**config.mk**
```make
export PLATFORM = sky130hd
export DESIGN_NAME = cache_refill_ctrl
export DESIGN_NICKNAME = d
export VERILOG_FILES = /design/src/rtl/cache_refill_ctrl.sv
export SDC_FILE = /design/constraint.sdc
export NUM_CORES = 2
export LEC_CHECK = 0
export ABC_AREA = 0
export CAP_MARGIN = 20
export CORE_AREA = 2 2 458 460
export CTS_CLUSTER_DIAMETER = 120
export DETAILED_ROUTE_END_ITERATION = 6
export DIE_AREA = 0 0 460 462
export GPL_ROUTABILITY_DRIVEN = 0
export PLACE_DENSITY_LB_ADDON = 0.12
export SLEW_MARGIN = 20
export SYNTH_ARGS = -nofsm -noshare
export SYNTH_HDL_FRONTEND = slang
export SYNTH_SLANG_ARGS = --single-unit
```
**constraint.sdc**
```tcl
create_clock -name clk -period 6.8 [get_ports clk]
set_input_delay 1.36 -clock clk [delete_from_list [all_inputs] [get_ports clk]]
set_output_delay 1.36 -clock clk [all_outputs]
set_load 0.02 [all_outputs]
```
**src/rtl/cache_refill_ctrl.sv**
```systemverilog
// Cache line refill controller: optional dirty-victim writeback, then WORDS-beat line read, then a one-cycle response.
// Latency: first beat is presented the cycle after the miss is accepted; each beat takes at least one cycle; response follows the last read ack.
// Backpressure: the memory stalls a beat by withholding i_mem_ack; the request, address and write data hold until the ack.
module cache_refill_ctrl #(
    parameter int LINE_SIZE_BYTES = 64,
    parameter int DATA_WIDTH      = 32,
    parameter int ADDRESS_WIDTH   = 32,
    parameter int OFFSET_BITS     = 6
) (
    input  logic                         clk,
    input  logic                         rst,
    input  logic                         i_miss,
    input  logic [ADDRESS_WIDTH-1:0]     i_miss_addr,
    input  logic                         i_evict,
    input  logic [ADDRESS_WIDTH-1:0]     i_evict_addr,
    input  logic [LINE_SIZE_BYTES*8-1:0] i_evict_line,
    output logic [LINE_SIZE_BYTES*8-1:0] o_memory_line,
    output logic                         o_memory_response,
    output logic                         o_mem_req,
    output logic                         o_mem_we,
    output logic [ADDRESS_WIDTH-1:0]     o_mem_addr,
    output logic [DATA_WIDTH-1:0]        o_mem_wdata,
    input  logic                         i_mem_ack,
    input  logic [DATA_WIDTH-1:0]        i_mem_rdata,
    output logic                         o_busy
);

    localparam int LINE_BITS  = LINE_SIZE_BYTES * 8;
    localparam int WORDS      = LINE_BITS / DATA_WIDTH;
    localparam int CNT_W      = (WORDS > 1) ? $clog2(WORDS) : 1;
    localparam int BEAT_BYTES = DATA_WIDTH / 8;

    localparam logic [ADDRESS_WIDTH-1:0] OFFSET_MASK =
        (ADDRESS_WIDTH'(1) << OFFSET_BITS) - ADDRESS_WIDTH'(1);
    localparam logic [CNT_W-1:0] LAST_BEAT = CNT_W'(WORDS - 1);

    typedef enum logic [1:0] {
        IDLE = 2'd0,
        WB   = 2'd1,
        RD   = 2'd2,
        RESP = 2'd3
    } state_t;

    state_t                     state;
    logic [CNT_W-1:0]           beat;
    logic [ADDRESS_WIDTH-1:0]   miss_base;
    logic [ADDRESS_WIDTH-1:0]   evict_base;
    logic [LINE_BITS-1:0]       evict_line;

    logic [CNT_W-1:0]           next_beat;
    logic [ADDRESS_WIDTH-1:0]   miss_base_in;
    logic [ADDRESS_WIDTH-1:0]   evict_base_in;

    // Line bases are aligned, so beat offsets never carry out of the offset field.
    assign next_beat     = beat + CNT_W'(1);
    assign miss_base_in  = i_miss_addr & ~OFFSET_MASK;
    assign evict_base_in = i_evict_addr & ~OFFSET_MASK;

    function automatic logic [ADDRESS_WIDTH-1:0] beat_addr(
        input logic [ADDRESS_WIDTH-1:0] base,
        input logic [CNT_W-1:0]         b
    );
        return base + ADDRESS_WIDTH'(b) * ADDRESS_WIDTH'(BEAT_BYTES);
    endfunction

    // Refill FSM; all memory-side and cache-side outputs are registered here.
    always_ff @(posedge clk) begin
        if (rst) begin
            state             <= IDLE;
            beat              <= '0;
            miss_base         <= '0;
            evict_base        <= '0;
            evict_line        <= '0;
            o_memory_line     <= '0;
            o_memory_response <= 1'b0;
            o_mem_req         <= 1'b0;
            o_mem_we          <= 1'b0;
            o_mem_addr        <= '0;
            o_mem_wdata       <= '0;
            o_busy            <= 1'b0;
        end else begin
            case (state)
                IDLE: begin
                    o_memory_response <= 1'b0;
                    if (i_miss) begin
                        miss_base  <= miss_base_in;
                        evict_base <= evict_base_in;
                        evict_line <= i_evict_line;
                        beat       <= '0;
                        o_busy     <= 1'b1;
                        o_mem_req  <= 1'b1;
                        if (i_evict) begin
                            state       <= WB;
                            o_mem_we    <= 1'b1;
                            o_mem_addr  <= evict_base_in;
                            o_mem_wdata <= i_evict_line[DATA_WIDTH-1:0];
                        end else begin
                            state      <= RD;
                            o_mem_we   <= 1'b0;
                            o_mem_addr <= miss_base_in;
                        end
                    end
                end
                WB: begin
                    if (o_mem_req && i_mem_ack) begin
                        if (beat == LAST_BEAT) begin
                            // Writeback finished: switch to reading the missing line.
                            beat       <= '0;
                            state      <= RD;
                            o_mem_we   <= 1'b0;
                            o_mem_addr <= miss_base;
                        end else begin
                            beat        <= next_beat;
                            o_mem_addr  <= beat_addr(evict_base, next_beat);
                            o_mem_wdata <= evict_line[int'(next_beat)*DATA_WIDTH +: DATA_WIDTH];
                        end
                    end
                end
                RD: begin
                    if (o_mem_req && i_mem_ack) begin
                        o_memory_line[int'(beat)*DATA_WIDTH +: DATA_WIDTH] <= i_mem_rdata;
                        if (beat == LAST_BEAT) begin
                            beat              <= '0;
                            state             <= RESP;
                            o_mem_req         <= 1'b0;
                            o_memory_response <= 1'b1;
                        end else begin
                            beat       <= next_beat;
                            o_mem_addr <= beat_addr(miss_base, next_beat);
                        end
                    end
                end
                RESP: begin
                    o_memory_response <= 1'b0;
                    o_busy            <= 1'b0;
                    state             <= IDLE;
                end
                default: begin
                    state <= IDLE;
                end
            endcase
        end
    end

endmodule
```
==> run_results.csv <==
group,metric,value,unit
setup_path,r2r-start,"beat[1]",
yosys,synth_area_leaders,"dfxtp_1 (50%), nand2_1 (13%), a21oi_1 (11%)",
sta,finalSetupTns,0,ns
yosys,yosysTopAreaCell,"dfxtp_1",
routing,antenna_left,0,
setup_path,path_class,"in -> reg",
yosys,syn-cell-area,46000,um^2
power,clockPowerShare,41.3,%
power,cellInternalPower,13.2,mW
cells_and_area,instances_no_fill,9289,
sta,finClkSkew,0.0412,ns
run,maxCapViolCount,0,
global_route,grt.busiest_layer,"met2",
clock_network,clk_path_buf_depth,3,
outcome,status,"completed",
setup_path,crit_path_end_kind,"flop",
cells_and_area,drive_gt1_share,8.93,%
clock_network,clkTransAtPathRegs,0.06,ns
yosys,synth.distinct_cells,52,
clock_network,root_buffer,"clkbuf_16",
cells_and_area,n_fill_cell,22300,
place,placed_area,60100,um^2
routing,drc,0,
die,dieArea,213000,um^2
global_route,grtUsageMet2,37.4,%
clock_network,cts_made_buffers,146,
cells_and_area,nNetsFinal,7057,
cells_and_area,syn2layout_area_growth,41.3,%
power,vdd_drop_max,262,uV
place,post-dp-hpwl,169000,um
worst_hold_path,holdCritPathClass,"reg -> reg",
sta,min_period_over_period,60.8,%
global_route,grt_pass1_wl,330000,um
clock_network,cts_tree,"built",
sta,relSlewSlack,17.5,%
sta,finalCriticalPeriod,4.14,ns
routing,vias_per_cell,4.72,
setup_path,critPathLaunchType,"primary input",
setup_path,critPathRequiredTime,7.41,ns
yosys,synthArstFlopShare,0,%
place,placed_cells,9009,
setup_path,path_max_fanout,71,
yosys,ys_ff_latch,1148,
die,die_h,462,um
clock_network,ctsHoldBuffers,0,
clock_network,clock-sinks,1148,
setup_path,max_stage_delay,1.02,ns
worst_hold_path,whs_endpoint,"o_memory_line[233]",
power,seqPwrFrac,39.5,%
setup_path,slowest_stage,"a221oi_1",
setup_path,crit_chain,"clkdlybuf4s50_1 > and2_4 > nand2_1 > a22o_2 > buf_4 > a221oi_1 > a211oi_1",
routing,routed_wl,240000,um
global_route,grt_start_max_net_pins,207,
power,pwr-share-comb,19.2,%
sta,whs,0.449,ns
yosys,yosys_warnings,0,
global_route,first_global_vias,41700,
die,core-area,208000,um^2
die,start_util,22.1,%
global_route,grt_usage,21.6,%
power,net-switching-power,5.80,mW
routing,drt_iter0_markers,3419,
sta,hold_viol,0,
routing,wl_per_cell,25.8,um
setup_path,startpoint,"i_miss",
cells_and_area,fin_util,31.2,%
clock_network,cts_setup_buffers,0,
sta,setup_viol,0,
sta,max_freq,242,MHz
power,p_per_area,293,nW/um^2
routing,vias,43900,
yosys,synth.top_cell.area_share,50.0,%
power,swShare,30.5,%
worst_hold_path,hold_depth,2,
clock_network,cts_resized,0,
yosys,synth-edff-count,0,
setup_path,reg2reg_depth,7,
global_route,met1_usage,25.5,%
clock_network,h-tree-depth,4,
clock_network,clkLatencyLatePin,0.81,ns
setup_path,crit_arrival,4.74,ns
setup_path,ff2ff_setup_slack,2.80,ns
power,p_leak,22.4,nW
sta,rsz0062_at_grt,"false",
die,die_w,460,um
yosys,syn_avg_cell_area,8.33,um^2
worst_hold_path,hp-start,"o_memory_line[233]",
sta,maxSlewViolCount,0,
global_route,antenna_found_initial,95,
routing,drt_first_pass_iters,6,
yosys,ys_seq_area_share,50.0,%
sta,worstMarginPinSlew,1.24,ns
global_route,grt-ovfl-total,0,
cells_and_area,design_area,65000,um^2
place,io_buffers,1178,
global_route,use_met3,6.70,%
die,num_rows,168,
yosys,synth_top_flop_cell,"dfxtp_1",
die,ios,1193,
yosys,postSynthCellCount,5519,
setup_path,r2r-end,"o_mem_wdata[23]",
==> cells by family (layout without fill, tap and decap cells) <==
family | Yosys count | after routing | synth area share [%]
flip-flops | 1148 | 1148 | 50.0
multiplexers | 256 | 256 | 9.23
AO/OA/AOI/OAI | 1244 | 1244 | 14.6
adder cells (fa/ha/maj) | 7 | 7 | 0.190
other | 1 | 23 | 0.00816
XOR/XNOR | 4 | 4 | 0.133
AND/OR/NAND/NOR | 2327 | 2327 | 21.1
buffers and inverters | 532 | 1560 | 4.74
==> final cells by class <==
cell class              count  area, um^2  area share (%)
repair buffers           1289       12700            19.5
inverters                  12        45.0          0.0693
diodes                     21        52.6          0.0809
flip-flops and latches   1148       23000            35.4
well taps                2720        3400            5.24
clock buffers             221        4290            6.60
multi-input cells        3840       21000            32.3
clock inverters            38         515           0.793
==> worst max-delay path: cells and delay by family <==
| family | cells | cell delay [ns] |
|---|---|---|
| AND/OR/NAND/NOR | 2 | 1.03 |
| AO/OA/AOI/OAI | 3 | 1.49 |
| buffers and inverters | 2 | 0.81 |
==> per-stage QoR <==
stage               setup WS (ns)  power [mW]
floorplan                    3.65        9.67
CTS                          2.55        19.3
global placement             1.90        11.4
global route                 2.43        19.9
detailed placement           1.86        11.4
finish                       2.66        19.0
==> layout by cell type, fill, tap and decap left out, types with 42 or more instances in the layout <==
cell type and instances:
buf_4 101, mux2_2 64, nand3_1 389, mux2i_1 64
nor2_1 119, mux4_2 128, clkdlybuf4s50_1 1165, clkbuf_16 148
clkbuf_1 42, nand2_1 1630, a21oi_1 1048, and2_1 66
dfxtp_1 1147, a211oi_1 57
==> cell usage after synthesis, types with 2 or more instances <==
master,n
a22oi_1,32
dfxtp_1,1148
mux2_2,64
a221oi_1,32
nor2b_1,32
inv_1,10
mux2i_1,64
ha_1,7
or2_2,2
clkbuf_1,391
and3_1,3
a22o_1,27
a211oi_1,57
o21ai_1,3
nor4_2,4
buf_2,76
buf_4,17
nor3_1,8
nand4_1,37
buf_1,33
buf_6,3
nand2b_1,7
nor4_1,4
nor2_1,126
a21oi_1,1048
and2_1,68
o21ai_0,40
mux4_2,128
nand2_1,1632
nand3_1,391
inv_2,2
or3_1,3
==> flip-flops by register name (all words and copies together) (netlist names) <==
signal and flops:
o_memory_response 1, o_mem_addr 30, miss_base 26, o_mem_req 1
evict_line 512, o_memory_line 512, state 2, o_busy 1
o_mem_wdata 32, evict_base 26, o_mem_we 1, beat 4
==> layer usage <==
layer | vias to the layer above | part of all wire [%]
li1 | 20600 | -
met1 | 21300 | 40
met2 | 1481 | 49
met3 | 357 | 7.8
met4 | 84 | 2.9
met5 | - | 0.22
==> worst max-delay path by stage <==
stage	endpoint	cells past startpoint
floorplan	o_mem_wdata[10]	11
global placement	o_mem_wdata[6]	7
detailed placement	o_mem_wdata[5]	7
CTS	o_mem_wdata[12]	8
global route	o_mem_wdata[12]	8
finish	o_mem_wdata[23]	7
==> power groups by stage <==
stage	Clock (mW)	Combinational [mW]	Sequential (mW)
3_5_place_dp	0	3.73	7.66
3_3_place_gp	0	3.72	7.65
6_report	7.85	3.66	7.51
4_1_cts	8.09	3.74	7.52
5_1_grt	8.35	3.98	7.58
2_1_floorplan	0	1.98	7.69
No activity file was read; power rests on OpenSTA's default activity.
